--- config.mk ---
export PLATFORM = sky130hd
export DESIGN_NAME = conv_frame_sequencer
export DESIGN_NICKNAME = d
export VERILOG_FILES = /design/src/rtl/conv_frame_sequencer.sv
export SDC_FILE = /design/constraint.sdc
export NUM_CORES = 1
export LEC_CHECK = 0
export BUFFER_PORTS_ARGS = -buffer_cell sky130_fd_sc_hd__buf_2
export CORE_MARGIN = 5
export CORE_UTILIZATION = 55
export DETAILED_ROUTE_END_ITERATION = 16
export GPL_TIMING_DRIVEN = 0
export PLACE_DENSITY = 0.81
export SYNTH_ARGS = -nofsm -noshare
export SYNTH_HDL_FRONTEND = slang
export SYNTH_SLANG_ARGS = --single-unit
--- constraint.sdc ---
create_clock -name clk -period 3.5 [get_ports clk]
set_clock_uncertainty 0.05 [all_clocks]
set_input_delay 0 -clock clk [delete_from_list [all_inputs] [get_ports clk]]
set_output_delay 0 -clock clk [all_outputs]
set_load 0.01 [all_outputs]
--- src/rtl/conv_frame_sequencer.sv ---
// conv_frame_sequencer
// Front-end controller for the 3x3 convolution datapath.
// It loads an 8x8 binary image, one row byte per beat, into an internal bit
// buffer. It then walks every valid output position (6x6), every filter and
// every tap, driving the MAC with the matching pixel and weight index. Each
// finished position is handed downstream through a valid/ready handshake.
//
// Ports
//   clk, rst_n           clock, asynchronous active-low reset
//   ena                  global enable; low freezes all state
//   abort                synchronous abort back to IDLE (image kept)
//   load_valid/ready     row-load handshake, load_data bit b = column b
//   tap_pixel            image pixel under the current tap
//   w_addr, filt_idx     weight index (filt*N_TAPS + tap) and current filter
//   mac_en, acc_clr      accumulate strobe; acc_clr marks the first tap of a filter
//   res_valid/ready      result handshake for position pos_idx
//   pos_idx              output position 0..35 (x = pos%6, y = pos/6)
//   busy, frame_done     not-IDLE flag, one-cycle end-of-frame pulse
module conv_frame_sequencer #(
  parameter int IMG_W  = 8,
  parameter int IMG_H  = 8,
  parameter int N_FILT = 2,
  parameter int N_TAPS = 9
) (
  input  logic       clk,
  input  logic       rst_n,
  input  logic       ena,
  input  logic       abort,
  input  logic       load_valid,
  input  logic [7:0] load_data,
  output logic       load_ready,
  output logic       tap_pixel,
  output logic [4:0] w_addr,
  output logic       filt_idx,
  output logic       mac_en,
  output logic       acc_clr,
  output logic       res_valid,
  input  logic       res_ready,
  output logic [5:0] pos_idx,
  output logic       busy,
  output logic       frame_done
);

  localparam int ROW_W = $clog2(IMG_H);
  localparam int COL_W = $clog2(IMG_W);
  localparam int OUT_W = IMG_W - 2;
  localparam int OUT_H = IMG_H - 2;
  localparam int N_POS = OUT_W * OUT_H;

  localparam logic [2:0] ST_IDLE = 3'd0;
  localparam logic [2:0] ST_LOAD = 3'd1;
  localparam logic [2:0] ST_RUN  = 3'd2;
  localparam logic [2:0] ST_EMIT = 3'd3;
  localparam logic [2:0] ST_DONE = 3'd4;

  logic [2:0]       state_reg, state_next;
  logic [ROW_W-1:0] row_cnt_reg, row_cnt_next;
  logic [5:0]       pos_reg, pos_next;
  logic [COL_W-1:0] pos_x_reg, pos_x_next;
  logic [ROW_W-1:0] pos_y_reg, pos_y_next;
  logic             filt_reg, filt_next;
  logic [3:0]       tap_reg, tap_next;
  // Held low through reset so load_ready only rises on the first edge after release.
  logic             ready_en_reg;
  logic [IMG_W-1:0] img_reg [IMG_H];

  logic             row_we;
  logic [ROW_W-1:0] row_sel;
  logic             load_fire;
  logic [1:0]       tap_dx, tap_dy;
  logic [ROW_W-1:0] pix_row;
  logic [COL_W-1:0] pix_col;

  assign load_ready = ena & ready_en_reg & ((state_reg == ST_IDLE) | (state_reg == ST_LOAD));
  assign load_fire  = load_valid & load_ready;
  assign mac_en     = ena & (state_reg == ST_RUN);
  assign acc_clr    = mac_en & (tap_reg == 4'd0);
  assign res_valid  = (state_reg == ST_EMIT);
  assign frame_done = ena & (state_reg == ST_DONE);
  assign busy       = (state_reg != ST_IDLE);
  assign pos_idx    = pos_reg;
  assign filt_idx   = filt_reg;
  assign w_addr     = 5'(filt_reg * N_TAPS) + 5'(tap_reg);

  // Kernel geometry: tap t sits at row t/3, column t%3 of the window.
  always_comb begin
    tap_dy = 2'd0;
    if (tap_reg >= 4'd6)      tap_dy = 2'd2;
    else if (tap_reg >= 4'd3) tap_dy = 2'd1;
    tap_dx = 2'(tap_reg - 4'(3 * tap_dy));
  end

  // Valid convolution: window origin is the output coordinate itself.
  assign pix_row   = pos_y_reg + ROW_W'(tap_dy);
  assign pix_col   = pos_x_reg + COL_W'(tap_dx);
  assign tap_pixel = img_reg[pix_row][pix_col];

  always_comb begin
    state_next   = state_reg;
    row_cnt_next = row_cnt_reg;
    pos_next     = pos_reg;
    pos_x_next   = pos_x_reg;
    pos_y_next   = pos_y_reg;
    filt_next    = filt_reg;
    tap_next     = tap_reg;
    row_we       = 1'b0;
    row_sel      = row_cnt_reg;
    if (ena) begin
      if (abort) begin
        state_next   = ST_IDLE;
        row_cnt_next = '0;
        pos_next     = '0;
        pos_x_next   = '0;
        pos_y_next   = '0;
        filt_next    = 1'b0;
        tap_next     = '0;
      end else begin
        case (state_reg)
          ST_IDLE: begin
            if (load_fire) begin
              row_we       = 1'b1;
              row_sel      = '0;
              row_cnt_next = ROW_W'(1);
              state_next   = ST_LOAD;
            end
          end
          ST_LOAD: begin
            if (load_fire) begin
              row_we = 1'b1;
              if (row_cnt_reg == ROW_W'(IMG_H - 1)) begin
                row_cnt_next = '0;
                pos_next     = '0;
                pos_x_next   = '0;
                pos_y_next   = '0;
                filt_next    = 1'b0;
                tap_next     = '0;
                state_next   = ST_RUN;
              end else begin
                row_cnt_next = row_cnt_reg + ROW_W'(1);
              end
            end
          end
          ST_RUN: begin
            if (tap_reg == 4'(N_TAPS - 1)) begin
              tap_next = '0;
              if (filt_reg == 1'(N_FILT - 1)) begin
                filt_next  = 1'b0;
                state_next = ST_EMIT;
              end else begin
                filt_next = filt_reg + 1'b1;
              end
            end else begin
              tap_next = tap_reg + 4'd1;
            end
          end
          ST_EMIT: begin
            if (res_ready) begin
              if (pos_reg == 6'(N_POS - 1)) begin
                state_next = ST_DONE;
              end else begin
                pos_next   = pos_reg + 6'd1;
                state_next = ST_RUN;
                // x/y shadow pos so the pixel address needs no divider.
                if (pos_x_reg == COL_W'(OUT_W - 1)) begin
                  pos_x_next = '0;
                  pos_y_next = pos_y_reg + ROW_W'(1);
                end else begin
                  pos_x_next = pos_x_reg + COL_W'(1);
                end
              end
            end
          end
          ST_DONE: begin
            pos_next   = '0;
            pos_x_next = '0;
            pos_y_next = '0;
            state_next = ST_IDLE;
          end
          default: state_next = ST_IDLE;
        endcase
      end
    end
  end

  always_ff @(posedge clk or negedge rst_n) begin
    if (!rst_n) begin
      state_reg    <= ST_IDLE;
      row_cnt_reg  <= '0;
      pos_reg      <= '0;
      pos_x_reg    <= '0;
      pos_y_reg    <= '0;
      filt_reg     <= 1'b0;
      tap_reg      <= '0;
      ready_en_reg <= 1'b0;
    end else begin
      state_reg    <= state_next;
      row_cnt_reg  <= row_cnt_next;
      pos_reg      <= pos_next;
      pos_x_reg    <= pos_x_next;
      pos_y_reg    <= pos_y_next;
      filt_reg     <= filt_next;
      tap_reg      <= tap_next;
      ready_en_reg <= 1'b1;
    end
  end

  // One register row per image line; only the addressed row takes the byte.
  generate
    for (genvar gi = 0; gi < IMG_H; gi++) begin : g_row
      always_ff @(posedge clk or negedge rst_n) begin
        if (!rst_n) begin
          img_reg[gi] <= '0;
        end else if (row_we && (row_sel == ROW_W'(gi))) begin
          img_reg[gi] <= load_data[IMG_W-1:0];
        end
      end
    end
  endgenerate

endmodule

## Word-level counts from Yosys, hierarchy flattened

Index checks and enable logic that the tools add are counted.

- Flip-flop bits (word level): 88
- Word-level logic and storage cells: 142
- Output and inout bits: 19
- Input port bits: 14

- Add/sub/neg operators: 10
- Order comparisons: 4
- Muxes and demuxes: 57
- Bitwise operators: 8
- Multipliers: 2
- Eq/ne operators: 23
- Reductions and logical operators: 22

Operator list:

| cell | number |
|---|---|
| $mux 3 | 25 |
| $mux 6 | 5 |
| $bmux 8 s3 | 1 |
| $eq 3x3->1 const B | 7 |
| $pmux 3 s3 | 2 |
| $pmux 6 s3 | 1 |
| $mux 4 | 4 |
| $mux 8 | 2 |
| $reduce_and 7->1 | 2 |
| $eq 3x2->1 const B | 4 |
| $ne 3x2->1 const B | 4 |
| $ne 3x3->1 const B | 4 |
| $pmux 3 s4 | 1 |
| $mux 1 | 11 |
| $add 3x1->3 const B | 3 |
| $reduce_bool 3->1 | 3 |
| $logic_and 1x1->1 | 8 |
| $pmux 4 s2 | 1 |
| $reduce_and 4->1 | 2 |
| $add 3x2->3 | 2 |
| $add 6x1->6 const B | 1 |
| $and 1x1->1 | 6 |
| $eq 3x1->1 const B | 2 |
| $eq 6x6->1 const B | 1 |
| other kinds (23) | 24 |

## Depth between registers and ports, before layout

Gate-level depths: netlist of the first run.

- Depth in word-level cells: 10
- Gate-level depth with buffers: 18
- Mapped depth without buffers: 18

## Worst setup path after synthesis of the first run

Ideal clock, no wire load.

- Path kind: register to output
- Start: reg tap_reg[0]
- End: out tap_pixel
- Required time: 3.450 ns
- Stages on the path, launching flop included: 17
- Path buffers: 0
- Arrival time: 3.507 ns
- Slack: -0.057 ns
- Cell sequence: dfrtp_1 inv_1 ha_1 o21a_1 nor2_1 inv_1 nor2_1 ha_1 ha_1 xor2_1 ha_1 fa_1 xor2_1 inv_1 and3_1 a32o_1 nor4_1

- Word-level cells in the longest chain between the ends: 10
- Elaborated cells on any way between the ends: 14
- Those cells by class: 3 x add/sub; 1 x mul; 2 x order compare; 7 x mux; 1 x bitwise

Ends and longest elaborated chain:

| element | RTL line | source |
|---|---|---|
| start, declared | 62 | `logic [3:0] tap_reg, tap_next;` |
| start signal, assigned | 202 | `tap_reg <= tap_next;` |
| branches (longest 8 deep; another with $ge 4x2->1) | -- |  |
| $bmux 1 s3 (*) | 96 | `assign tap_pixel = img_reg[pix_row][pix_col];` |
| $mux 1 (implied by the code) (*) | 96 |  |
| end, declared | 32 | `output logic tap_pixel,` |

Every way passes the cells marked *. The select of a mux whose other input is x is not followed.

## Worst setup path in the final report of the first run

- Start: reg tap_reg[1]
- End: out tap_pixel

Same word-level chain as after synthesis.

==> results.md, run 1 <==
* Die Width at 104 microns
* DRT iter0 DRCs at around 220
* Clk_lat worst skew at between 0.3 and 0.4 ns
* RePlAce Congestion at 0.851
* GR Layer Usage met3 at 4.53%
* Nets at between 500 and 600
* Post-Place Setup Slack at -0.453 ns
* Switching portion of total power at approximately a third
* Vias in the first global route at roughly 3.7k
* RSZ-0062 raised after global routing: true
* Final Slew Violations at 0
* Most common cell after layout, fill and taps aside: dfrtp_1
* Layout cell share with drive strength beyond 1 at 37.4%
* Commonest cells after routing, fill and taps aside: dfrtp_1 (86), mux2_2 (71), buf_2 (37), o21ai_0 (21)
* Failing checks: negative setup slack
* Power share of the clock group at about a quarter
* Hold path depth at 4
* Cell Area, Synth at between 4000 and 5000 sq um
* Vias at 3,611
* Final Setup Violations at 1
* Fin crit share at 108%
* Layout area overhead at 18.0%
* Worst Path Required at between 3 and 4 ns
* Slew @ Worst Pin at between 0.8 and 0.9 ns
* Root Driver: clkbuf_8
* Total track usage at between 20% and 30%
* DIE HEIGHT at about 100 microns
* Worst-path maximum fanout at 5
* Worst Hold Class: input pin to register
* Initial antenna violation count at 0
* H-tree lvl count at 3
* First-pass GRT wire length at approximately 18,000 microns
* Slew headroom at between 40% and 50%
* M1 GR Usage at 26.7%
* Gr ovfl total at 0
* Crit end category: primary output
* Max reg flops at 64
* Synth Warn # at 0
* CTS clk-pin slew, worst paths at ~0.10 ns
* Fillers at between 600 and 700
* Routed len/inst at about 19 microns
* Routed wire length at around 11,000 microns
* F_max at 265 MHz
* DRC at 0
* Crit path launch type: register
* Async set-reset flop share out of synthesis at 100%
* TritonCTS Buffers at 9
* #FFs+latches synth at between 80 and 90
* Post-synth EDFFs at 0
* DRT Pass-1 Iters at 4
* Core area at between 8000 and 9000 sq um
* Max-cap violation count at 0
* Status: finished, violations left
* Register area share after synthesis at a little under half
* Die area at between 10,000 and 15,000 sq um
* CTS max path bufs at 2
* Count of cell types in the netlist at 54
* Main synth FF type: dfrtp_1
* M2 GR Usage at a little over a third
* Static Leak at around 2.8 nW
* Syn Inst Count at 420
* CTS tree: built
* Row cnt at 34
* Sequential Power Share at between 30% and 40%
* N_diodes at 0
* Largest net degree at the start of global routing at 54
* Final ANT Viol Nets at 0
* Reg2Reg Depth at 6
* Port bufs at 32
* Post-Syn Area per Cell at 11.6 sq um
* Starting Density at between 50% and 60%
* Pwr dens at 553 nW/um^2
* DP HPWL at 7370 microns
* Crit Path Class: register to primary output
* Fin. Hold Viols at 0
* Ports at 33
* Syn Nets at about 450
* Clk sinks at 88
* Logic pwr share at approximately 36%
* Peak VDD IR at 348 uV
* Final worst slack at -0.280 ns
* Pint at roughly 2.1 mW
* Routed vias/inst at ~6.0
* Layout Utilization at between 60% and 70%
* Psw at between 1 and 1.5 mW
* Global route hottest layer: met2
* Fin crit period at ~3.8 ns
* Critical Path AT at about 3.7 ns
path summary, 6_finish.rpt:
kind | from | endpoint | slack, ns
min in group asynchronous | rst_n | pos_x_reg[2] | 0.08
max | tap_reg[1] | tap_pixel | -0.28
max reg2reg | state_reg[0] | img_reg[21] | 1.00
max in group asynchronous | rst_n | tap_reg[0] | 2.66
min reg2reg | img_reg[32] | img_reg[32] | 0.46
min | res_ready | pos_x_reg[1] | 0.04
cells in the mapped netlist (all sizes together) (3+ instances only):
cell type / instances / share of area (%)
nand3b: 9 / 1.4
mux2: 71 / 16
nor3b: 18 / 2.8
nand2: 17 / 1.3
or3: 3 / 0.49
buf: 8 / 0.74
inv: 11 / 0.85
nand3: 21 / 2.6
dfrtp: 88 / 45
xor2: 4 / 0.72
xnor2: 4 / 0.72
clkbuf: 13 / 1.0
nor4: 4 / 0.51
a21oi: 11 / 1.1
mux2i: 14 / 2.9
nor2b: 3 / 0.39
nand4: 5 / 0.64
mux4: 8 / 3.7
and3: 6 / 0.77
nor2: 16 / 1.2
ha: 15 / 3.9
o21ai: 22 / 2.3
nor3: 16 / 2.3
final cells by class:
cell class                 count  area (sq um)  share of cell area (%)
multi-input combinational    300          2680                    46.5
sequential                    88          2200                    38.3
timing repair buffer          55           384                    6.68
tap                          108           135                    2.35
clock buffer                   9           124                    2.15
clock inverter                 7           103                    1.78
buffer                        19          83.8                    1.46
inverter                      11          41.3                   0.718
critical path, cell delays in order (launching register included):
cell and delay [ns]:
dfrtp_2 0.42, ha_2 0.17, o21a_1 0.19, nor2_2 0.13, inv_2 0.07, nor2_4 0.15, ha_4 0.23, inv_2 0.07
ha_4 0.14, nor2_4 0.04, xnor2_2 0.13, xnor2_2 0.15, fa_2 0.60, buf_4 0.13, nor3_1 0.04, a22o_1 0.24
nor4_4 0.30, buf_2 0.18
power by group through the flow:
stage	Sequential (mW)	Combinational [mW]	Clock, mW
after CTS	1.24	1.07	0.809
after detailed placement	1.27	0.986	0
final	1.24	1.14	0.797
after global routing	1.26	1.26	0.853
after global placement	1.26	0.949	0
after floorplan	1.24	0.727	0
stage by stage:
stage               area [sq um]  power [mW]  std cells  hold slack (ns)  TNS, ns
floorplan                   4880        1.97        420           -0.346        0
global placement            5180        2.21        560            0.276   -0.339
detailed placement          5210        2.25        561          -0.0549   -0.453
CTS                         5670        3.12        595           0.0236   -0.247
global route                5750        3.37        597           0.0582   -0.429
finish                      5750        3.18        597           0.0407   -0.280
per-layer routing:
layer  vias up  part of all wire [%]
met2        90                    51
li1       1686                     -
met1      1814                    42
met3        21                   4.8
met4         0                   2.2
met5         -                     0
cell families (layout without fill, tap and decap cells):
kind of cell	after synthesis	in the layout	synth area share, %
buffers and inverters	32	101	2.59
multiplexers	93	93	23.0
adder cells (fa/ha/maj)	17	17	4.67
flip-flops	88	88	45.2
AO/OA/AOI/OAI	51	51	6.39
AND/OR/NAND/NOR	130	130	16.7
XOR/XNOR	8	8	1.44
other	1	1	0.0769
repair_timing:
item                       in CTS  in global routing
pin swaps                       6                 11
cloned                          0                  0
hold buffers                   10                  0
hold endpoints to repair      153                  0
gates resized for setup        20                 14
setup buffers                  10                  2
setup endpoints to repair       1                  1
Power figures use the tool's default switching activity.
==> run 2: changes to the inputs <==
- CORE_ASPECT_RATIO: unset -> 0.6
==> run 2 against run 1 <==
The run still ends with negative setup slack left. Clock power up 29%. Sequential share of layout area down 1.2 points. Combinational power up 4%. Maximum frequency down 1.7%. Largest power group unchanged. Setup slack worse by 0.066 ns. Critical path depth down 1. Critical path type unchanged.
==> results.md, run 2 (synthesized netlist as in run 1, its figures left out) <==
* Status: finished, violations left (unchanged)
* Failing checks: negative setup slack (unchanged)
* Port bufs at 32 (unchanged)
* Commonest cells after routing, fill and taps aside: dfrtp_1 (85), mux2_2 (71), buf_2 (38), o21ai_0 (21) (was dfrtp_1 (86), mux2_2 (71), buf_2 (37), o21ai_0 (21))
* R2R setup slack at 0.86 ns (was 1.00 ns)
* Static Leak at 2.87 nW (was 2.81 nW)
* DP HPWL at 8010 microns (was 7370 microns)
* Pwr dens at 583 nW/um^2 (was 553 nW/um^2)
* Crit Path Class: register to primary output (unchanged)
* Core area at 8590 sq um (was 8680 sq um)
* Crit-path slowest cell: fa_2 (unchanged)
* CP Cell Sequence: ha_4 -> o21a_4 -> nor2_4 -> inv_2 -> nor2_4 -> ha_4 -> ha_4 -> xor2_2 -> ha_2 -> fa_2 -> buf_6 -> nand3_2 -> nand3_2 -> a311oi_2 -> nor4_2 -> buf_2 (was ha_2 -> o21a_1 -> nor2_2 -> inv_2 -> nor2_4 -> ha_4 -> inv_2 -> ha_4 -> nor2_4 -> xnor2_2 -> xnor2_2 -> fa_2 -> buf_4 -> nor3_1 -> a22o_1 -> nor4_4 -> buf_2)
* RSZ-0062 raised after global routing: true (unchanged)
* Die area at 10,900 sq um (was 10,800 sq um)
* Starting Density at 56.8% (was 56.2%)
* Clk sinks at 88 (unchanged)
* First-pass GRT wire length at 20,500 microns (was 18,500 microns)
* DRC at 0 (unchanged)
* Vias in the first global route at 3,766 (was 3,728)
* Setup crit end: tap_pixel (unchanged)
* Fin crit share at 110% (was 108%)
* Worst Path Required at 3.45 ns (about the same)
* Crit end category: primary output (unchanged)
* Slew headroom at 44.8% (was 46.2%)
* Gr ovfl total at 0 (unchanged)
* Setup TNS at -0.346 ns (was -0.280 ns)
* Vias at 3,794 (was 3,611)
* TritonCTS Buffers at 9 (unchanged)
* Max stage delay on crit path at 0.61 ns (was 0.60 ns)
* Die Width at 132 microns (was 104 microns)
* Critical Path AT at 3.80 ns (was 3.73 ns)
* H-tree lvl count at 3 (unchanged)
* Crit path launch type: register (unchanged)
* Fin crit period at 3.85 ns (was 3.78 ns)
* RePlAce Congestion at 0.855 (was 0.851)
* Nets at 518 (was 515)
* Final Setup Violations at 1 (unchanged)
* Total track usage at 23.7% (was 20.9%)
* CTS clk-pin slew, worst paths at 0.06 ns (was 0.10 ns)
* Routed len/inst at 20.7 microns (was 18.7 microns)
* DIE HEIGHT at 82.9 microns (was 104 microns)
* Layout area overhead at 21.8% (was 18.0%)
* Worst Hold Class: input pin to register (unchanged)
* CP most frequent cell: ha_4
* Max-cap violation count at 0 (unchanged)
* Ports at 33 (unchanged)
* Final ANT Viol Nets at 0 (unchanged)
* CTS tree: built (unchanged)
* Routed vias/inst at 6.28 (was 6.05)
* Clk_lat worst skew at 0.34 ns (was 0.36 ns)
* Largest net degree at the start of global routing at 66 (was 54)
* Total power at 3.46 mW (was 3.18 mW)
* Initial antenna violation count at 0 (unchanged)
* Max reg flops at 64 (unchanged)
* N_diodes at 0 (unchanged)
* Layout cell share with drive strength beyond 1 at 39.2% (was 37.4%)
* Row cnt at 26 (was 34)
* Fin. Hold Viols at 0 (unchanged)
* Root Driver: clkbuf_16 (was clkbuf_8)
* DRT Pass-1 Iters at 8 (was 4)
* DRT iter0 DRCs at 361 (was 221)
* CTS max path bufs at 2 (unchanged)
* Final Slew Violations at 0 (unchanged)
* Routed wire length at 12,500 microns (was 11,200 microns)
* Layout Utilization at 69.1% (was 66.3%)
* Peak VDD IR at 300 uV (was 348 uV)
* Worst-path maximum fanout at 4 (was 5)
* Critical R2R Launch: state_reg[0] (unchanged)
* Final worst slack at -0.346 ns (was -0.280 ns)
* Most common cell after layout, fill and taps aside: dfrtp_1 (unchanged)
* Slew @ Worst Pin at 0.821 ns (was 0.802 ns)
* Reg2Reg Capture Point: img_reg[3] (was img_reg[21])
* CP startpoint: tap_reg[1] (unchanged)
* Reg2Reg Depth at 6 (unchanged)
* F_max at 260 MHz (was 265 MHz)
* Post-Place Setup Slack at -0.438 ns (was -0.453 ns)
## run 2: cell types whose count changed in the layout (fill, tap and decap cells not counted), moves of 3 or more
cell	before	now
clkbuf_16	0	9
nand3_1	17	14
nand3_2	4	7
clkbuf_8	9	1
buf_6	1	4
## run 2: metal layers
layer	vias to the layer above	global-route usage [%]	wire length [microns]
li1	1689	-	-
met1	1927	33.9	5580
met2	155	34.3	5690
met3	23	7.00	1030
met4	0	8.31	212
met5	-	0	0
## run 2: layout make-up
type / instances / area, sq um
Buffer: 19 / 82.6
Tap cell: 112 / 140
Multi-Input combinational cell: 300 / 2740
Inverter: 11 / 41.3
Sequential cell: 88 / 2210
Timing Repair Buffer: 58 / 415
Clock inverter: 3 / 65.1
Clock buffer: 13 / 250
Fill cell: 580 / 2650
## run 2: report_power, final
part	switching (mW)	total, mW	internal (mW)
Sequential	0.106	1.26	1.15
Clock	0.383	1.03	0.644
Combinational	0.641	1.18	0.535
Total	1.13	3.46	2.33
## run 2: timing repair
item / in CTS / in global routing
buffers inserted: 13 / 3
hold endpoints to repair: 152 / 0
hold buffers: 9 / 0
pin swaps: 10 / 14
setup endpoints to repair: 1 / 1
resized for setup: 27 / 22
## run 2: how the worst min path moves through the flow
stage / cells past startpoint / from / to / slack (ns)
final: 4 / abort / row_cnt_reg[2] / 0.03
after CTS: 4 / abort / row_cnt_reg[2] / 0.007
after floorplan: 0 / rst_n / filt_idx / -0.35
after global placement: 2 / load_data[3] / img_reg[3] / 0.29
after detailed placement: 1 / rst_n / pos_idx[2] / -0.12
after global routing: 4 / abort / row_cnt_reg[2] / 0.04
## run 2: metrics by stage
stage,cells,hold slack [ns],instance area [sq um]
2_1_floorplan,420,-0.346,4880
3_3_place_gp,564,0.286,5180
3_5_place_dp,565,-0.118,5210
4_1_cts,601,0.00693,5800
5_1_grt,604,0.0438,5940
6_report,604,0.0277,5940
## run 2: worst max-delay path: cells and delay by family, from the launching register on
| family | cells | cell delay, ns |
|---|---|---|
| AND/OR/NAND/NOR | 5 | 0.75 |
| XOR/XNOR | 1 | 0.16 |
| flip-flops | 1 | 0.44 |
| adder cells (fa/ha/maj) | 5 | 1.45 |
| buffers and inverters | 3 | 0.40 |
| AO/OA/AOI/OAI | 2 | 0.25 |
